### config.mk
export PLATFORM = sky130hd
export DESIGN_NAME = fetch_redirect
export DESIGN_NICKNAME = d
export VERILOG_FILES = /design/src/rtl/fetch_redirect_pkg.sv /design/src/rtl/cla_full_adder.sv /design/src/rtl/fd_skid_buffer.sv /design/src/rtl/fetch_redirect.sv
export SDC_FILE = /design/constraint.sdc
export NUM_CORES = 1
export LEC_CHECK = 0
export ABC_AREA = 0
export BUFFER_PORTS_ARGS = -buffer_cell sky130_fd_sc_hd__buf_2
export CAP_MARGIN = 30
export CORE_MARGIN = 3
export CORE_UTILIZATION = 50
export DETAILED_ROUTE_END_ITERATION = 6
export PLACE_DENSITY = 0.72
export SLEW_MARGIN = 20
export SYNTH_ARGS = -nofsm -noshare
export SYNTH_HDL_FRONTEND = slang
export SYNTH_HIERARCHICAL = 1
export SYNTH_SLANG_ARGS = --single-unit
### constraint.sdc
create_clock -name clock -period 5.9 [get_ports clock]
set_input_delay 0.885 -clock clock [delete_from_list [all_inputs] [get_ports clock]]
set_output_delay 0.885 -clock clock [all_outputs]
set_load 0.05 [all_outputs]
### src/rtl/fetch_redirect_pkg.sv
// Shared types for the fetch front end: FSM encoding, F/D bundle, NOP word.
package fetch_redirect_pkg;
  localparam int PC_W = 32;
  localparam logic [PC_W-1:0] NOP_WORD = 32'd0;

  typedef enum logic [1:0] {
    RUN  = 2'd0,
    DROP = 2'd1,
    HOLD = 2'd2
  } fr_state_e;

  typedef struct packed {
    logic [PC_W-1:0] ir;
    logic [PC_W-1:0] pc;
  } fd_t;
endpackage

### src/rtl/cla_full_adder.sv
// Carry-lookahead adder built from 4-bit lookahead groups.
module cla_full_adder #(
  parameter int W = 32
) (
  input  logic [W-1:0] i_a,
  input  logic [W-1:0] i_b,
  input  logic         i_cin,
  output logic [W-1:0] o_sum
);
  localparam int NG = W / 4;

  logic [NG-1:0] w_gc;
  assign w_gc[0] = i_cin;

  for (genvar k = 0; k < NG; k++) begin : g_grp
    logic [3:0] w_g;
    logic [3:0] w_p;
    logic [3:0] w_c;
    assign w_g = i_a[4*k +: 4] & i_b[4*k +: 4];
    assign w_p = i_a[4*k +: 4] ^ i_b[4*k +: 4];
    assign w_c[0] = w_gc[k];
    assign w_c[1] = w_g[0] | (w_p[0] & w_c[0]);
    assign w_c[2] = w_g[1] | (w_p[1] & w_g[0])
                  | (w_p[1] & w_p[0] & w_c[0]);
    assign w_c[3] = w_g[2] | (w_p[2] & w_g[1])
                  | (w_p[2] & w_p[1] & w_g[0])
                  | (w_p[2] & w_p[1] & w_p[0] & w_c[0]);
    assign o_sum[4*k +: 4] = w_p ^ w_c;
    if (k + 1 < NG) begin : g_carry
      // Group generate/propagate feeds the next group directly.
      assign w_gc[k+1] = w_g[3] | (w_p[3] & w_g[2])
                       | (w_p[3] & w_p[2] & w_g[1])
                       | (w_p[3] & w_p[2] & w_p[1] & w_g[0])
                       | (&w_p & w_c[0]);
    end
  end
endmodule

### src/rtl/fd_skid_buffer.sv
// One-entry {ir, pc+1} holding register used while decode is stalled.
module fd_skid_buffer
  import fetch_redirect_pkg::*;
(
  input  logic clock,
  input  logic reset,
  input  logic i_load,
  input  logic i_clear,
  input  fd_t  i_d,
  output fd_t  o_q,
  output logic o_valid
);
  fd_t  r_q;
  logic r_valid;

  always_ff @(posedge clock or posedge reset) begin
    if (reset) begin
      r_q     <= '0;
      r_valid <= 1'b0;
    end else if (i_clear) begin
      r_q     <= '0;
      r_valid <= 1'b0;
    end else if (i_load) begin
      r_q     <= i_d;
      r_valid <= 1'b1;
    end
  end

  assign o_q     = r_q;
  assign o_valid = r_valid;
endmodule

### src/rtl/fetch_redirect.sv
// Fetch front end: owns PC, talks to imem, loads F/D, applies
// execute-stage redirects and squashes wrong-path fetches.
module fetch_redirect
  import fetch_redirect_pkg::*;
#(
  parameter logic [31:0] RESET_PC = 32'd0,
  parameter logic [31:0] NOP      = NOP_WORD
) (
  input  logic        clock,
  input  logic        reset,
  input  logic        stall,
  input  logic        redirect_valid,
  input  logic [31:0] redirect_pc,
  output logic        imem_req,
  output logic [31:0] imem_addr,
  input  logic        imem_ack,
  input  logic [31:0] imem_data,
  output logic [31:0] fd_ir,
  output logic [31:0] fd_pc,
  output logic        fd_valid,
  output logic        flush_dx
);
  fr_state_e   r_state, w_state;
  logic [31:0] r_pc, w_pc;
  logic [31:0] r_tgt, w_tgt;
  logic [31:0] r_ir, w_ir;
  logic [31:0] r_fdpc, w_fdpc;
  logic        r_valid, w_valid;
  logic [31:0] w_pc_inc;
  logic        w_buf_load;
  logic        w_buf_clear;
  logic        w_buf_valid;
  fd_t         w_buf_q;

  cla_full_adder #(.W(32)) u_inc (
    .i_a   (r_pc),
    .i_b   (32'd0),
    .i_cin (1'b1),
    .o_sum (w_pc_inc)
  );

  fd_skid_buffer u_skid (
    .clock   (clock),
    .reset   (reset),
    .i_load  (w_buf_load),
    .i_clear (w_buf_clear),
    .i_d     ({imem_data, w_pc_inc}),
    .o_q     (w_buf_q),
    .o_valid (w_buf_valid)
  );

  always_ff @(posedge clock or posedge reset) begin
    if (reset) begin
      r_state <= RUN;
      r_pc    <= RESET_PC;
      r_tgt   <= RESET_PC;
      r_ir    <= NOP;
      r_fdpc  <= 32'd0;
      r_valid <= 1'b0;
    end else begin
      r_state <= w_state;
      r_pc    <= w_pc;
      r_tgt   <= w_tgt;
      r_ir    <= w_ir;
      r_fdpc  <= w_fdpc;
      r_valid <= w_valid;
    end
  end

  always_comb begin
    w_state     = r_state;
    w_pc        = r_pc;
    w_tgt       = r_tgt;
    w_ir        = r_ir;
    w_fdpc      = r_fdpc;
    w_valid     = r_valid;
    w_buf_load  = 1'b0;
    w_buf_clear = 1'b0;
    unique case (r_state)
      RUN: begin
        if (redirect_valid) begin
          w_ir    = NOP;
          w_fdpc  = 32'd0;
          w_valid = 1'b0;
          if (imem_ack) begin
            w_pc = redirect_pc;
          end else begin
            w_tgt   = redirect_pc;
            w_state = DROP;
          end
        end else if (stall) begin
          if (imem_ack) begin
            w_buf_load = 1'b1;
            w_pc       = w_pc_inc;
            w_state    = HOLD;
          end
        end else if (imem_ack) begin
          w_ir    = imem_data;
          w_fdpc  = w_pc_inc;
          w_valid = 1'b1;
          w_pc    = w_pc_inc;
        end else begin
          w_ir    = NOP;
          w_fdpc  = 32'd0;
          w_valid = 1'b0;
        end
      end
      DROP: begin
        // Wrong-path response is still owed; wait it out, then jump.
        w_ir    = NOP;
        w_fdpc  = 32'd0;
        w_valid = 1'b0;
        if (redirect_valid) w_tgt = redirect_pc;
        if (imem_ack) begin
          w_pc    = redirect_valid ? redirect_pc : r_tgt;
          w_state = RUN;
        end
      end
      HOLD: begin
        if (redirect_valid) begin
          w_buf_clear = 1'b1;
          w_pc        = redirect_pc;
          w_ir        = NOP;
          w_fdpc      = 32'd0;
          w_valid     = 1'b0;
          w_state     = RUN;
        end else if (!stall) begin
          w_buf_clear = 1'b1;
          w_ir        = w_buf_q.ir;
          w_fdpc      = w_buf_q.pc;
          w_valid     = w_buf_valid;
          w_state     = RUN;
        end
      end
      default: w_state = RUN;
    endcase
  end

  assign imem_req  = (r_state != HOLD);
  assign imem_addr = r_pc;
  assign fd_ir     = r_ir;
  assign fd_pc     = r_fdpc;
  assign fd_valid  = r_valid;
  assign flush_dx  = redirect_valid;
endmodule

==> summary.txt <==
status = finished clean
GRT overflow = 0
Hold Fails Final Rpt = 0
mean post-synth cell area = 10.4 um2
pre-CTS setup slack = 1.89 ns
Worst Tran Pin Value = 0.993 ns
Core Box Area = 0.0212 mm2
initial antenna violation count = 0
Antenna Cells = 0
initial DRC count = 527
placed insts = 1,461
Slew Viols, Final = 0
clock slew at the register clock pins of the worst setup and hold paths = 0.07 ns
top_reg_cell synth = dfrtp_1
number of nets in the layout = 1,321
Post-synth EDFFs = 0
min cycle time layout = 3.46 ns
crit path DAT = 3.77 ns
Mapped Area = 0.0109 mm2
Post-Route Setup TNS = 0 ns
DRT Pass-1 Iters = 5
die area = 0.0235 mm2
clock skew = 0.0122 ns
DP Wirelength = 17.8 mm
die height = 153 um
Netlist cell types = 61
# hold bufs at CTS = 0
io pins = 168
vias in the first global route = 8,597
share of cells above drive strength 1 = 21.6%
H-tree lvl count = 4
Static Leak = 5.87 nW
RSZ-0062 raised after global routing = false
Max Freq = 0.289 GHz
Worst Path Required = 6.22 ns
worst skew pair latency = 0.44 ns
largest net degree at the start of global routing = 96
CTS resizes = 0
Total GRT Usage = 23.2%
total power divided by cell area = 612 mW/mm2
clk root buf = clkbuf_16
crit start category = flip-flop
Max Cap Viol = 0
#FFs+latches synth = 196
CTS Sinks = 196
Max transition margin = 33.7%
Clock Path Buffers = 2
synth-to-layout area growth = 15.3%
postcts setup bufs = 0
I/O Buffers = 167
Max FO, Critical Path = 4
HP Class = input port to asynchronous set/reset pin
residual DRC count = 0
total wire length = 27.3 mm
synthesis warning total = 6
Seq/Total Area, Yosys = 45.2%
DR vias = 8,560
clock buffer count from CTS = 17
maximum vdd drop = 0.327 mV
first-pass GRT wire length = 44.6 mm
Pwr Total = 7.67 mW
Final setup viols = 0
Critical Setup Path Class = flip-flop to flip-flop
Die Wd = 153 um
row count = 53
final std cells w/o fill = 1,496
period utilization = 58.6%
final worst slack = 2.44 ns
Routed Antenna Nets = 0
CP Capture Type = flip-flop
starting density of the core = 51.3%
WL/cell = 18.2 um
final core utilization = 59.2%
Via density = 5.72
Post-synth ARST share = 100%
Post-Synthesis Cells = 1,044
GP Congestion = 0.831
CTS tree = done
cells in the mapped netlist, drive strengths merged, types with 2 or more instances:
cell,instances,share of area [%]
mux2,33,4.5
xnor2,13,1.0
o21a,3,0.21
mux2i,66,6.1
a211oi,39,2.7
nand2,102,3.5
and3,4,0.24
a21oi,45,2.1
nor2b,12,0.69
a22o,28,2.3
clkbuf,21,0.75
conb,2,0.069
o21bai,2,0.17
nand2b,2,0.12
ha,36,4.1
nand4,3,0.17
a21o,13,0.97
dfrtp,196,45
o21ai,77,3.6
o211ai,28,2.0
and2,27,1.6
buf,57,4.6
or2,2,0.12
a311o,2,0.18
nand3,2,0.092
inv,13,0.45
and4,2,0.16
nor2,107,3.7
a22oi,69,4.8
fa,8,1.5
xor2,10,0.81
nor3,6,0.32
worst max-delay path: stages, from the launching register on:
cell      delay, ns
dfrtp_1        0.42
ha_1           0.30
a21oi_1        0.19
nand4b_1       0.17
a21oi_1        0.11
o21ai_2        0.29
a21boi_2       0.10
o21a_1         0.20
o21a_1         0.20
nor2_1         0.18
o21ai_1        0.12
fa_1           0.38
xor2_1         0.18
a211oi_1       0.24
nor2_1         0.06
a22o_1         0.20
area by class of cell:
| class | count | area (um2) |
|---|---|---|
| sequential | 196 | 4900 |
| fill | 1835 | 8630 |
| multi-input combinational | 797 | 5510 |
| tap | 275 | 344 |
| clock inverter | 11 | 195 |
| timing repair buffer | 183 | 1050 |
| clock buffer | 21 | 470 |
| inverter | 13 | 53.8 |
flip-flops by register name, summed over array words and instances (netlist names):
signal          flops
imem_addr          32
r_state             2
fd_ir              32
r_tgt              32
u_skid/o_q         64
fd_pc              32
fd_valid            1
u_skid/o_valid      1
path summary, 6_finish.rpt:
check / startpoint / endpoint / slack (ns) / cells past startpoint
worst min register to register: fd_ir[24] / fd_ir[24] / 0.48 / 2
worst max-delay path: imem_addr[0] / imem_addr[25] / 2.44 / 15
worst min-delay path: reset / fd_ir[6] / 0.38 / 2
worst max register to register: imem_addr[0] / imem_addr[25] / 2.44 / 15
max in group asynchronous: reset / r_tgt[27] / 4.31 / 4
min in group clock: fd_ir[24] / fd_ir[24] / 0.48 / 2
layer usage:
metal	track usage [%]	vias up	wire length, um
met2	37.5	244	13000
met3	4.81	36	1420
met4	7.28	0	493
li1	-	4044	-
met5	0	-	0
met1	31.7	4236	12400
kinds of logic after synthesis:
group / count (synthesis) / synth area share (%)
compound gates: 314 / 19.8
xor+xnor: 23 / 1.85
fa+ha+maj: 44 / 5.62
buf+inv: 91 / 5.77
flops: 196 / 45.2
mux: 99 / 10.5
other cells: 2 / 0.0691
simple gates: 275 / 11.2
per-stage QoR:
step | hold slack (ns) | area, um2
finish | 0.383 | 12500
global route | 0.377 | 12500
global placement | 0.458 | 11700
detailed placement | 0.465 | 11800
floorplan | 0.460 | 11000
CTS | 0.481 | 12500
layout by cell type, fill, tap and decap left out, types with 13 or more instances in the layout:
cell type,netlist,routed
dfrtp_1,196,196
buf_2,25,167
nor2_1,107,106
nand2_1,102,102
a22oi_1,69,69
mux2i_1,66,66
o21ai_1,55,55
a21oi_1,45,45
conb_1,2,42
a211oi_1,39,39
ha_1,36,35
mux2_4,30,31
a22o_1,28,28
and2_1,27,27
o211ai_1,27,27
o21ai_0,21,21
clkbuf_16,0,17
xnor2_1,13,13
power by group:
group / internal [mW] / leakage [nW] / switching (mW)
clock network: 0.790 / 0.322 / 0.518
logic: 1.48 / 3.00 / 2.65
registers: 1.86 / 2.55 / 0.362
(Power assumes the default switching activity.)
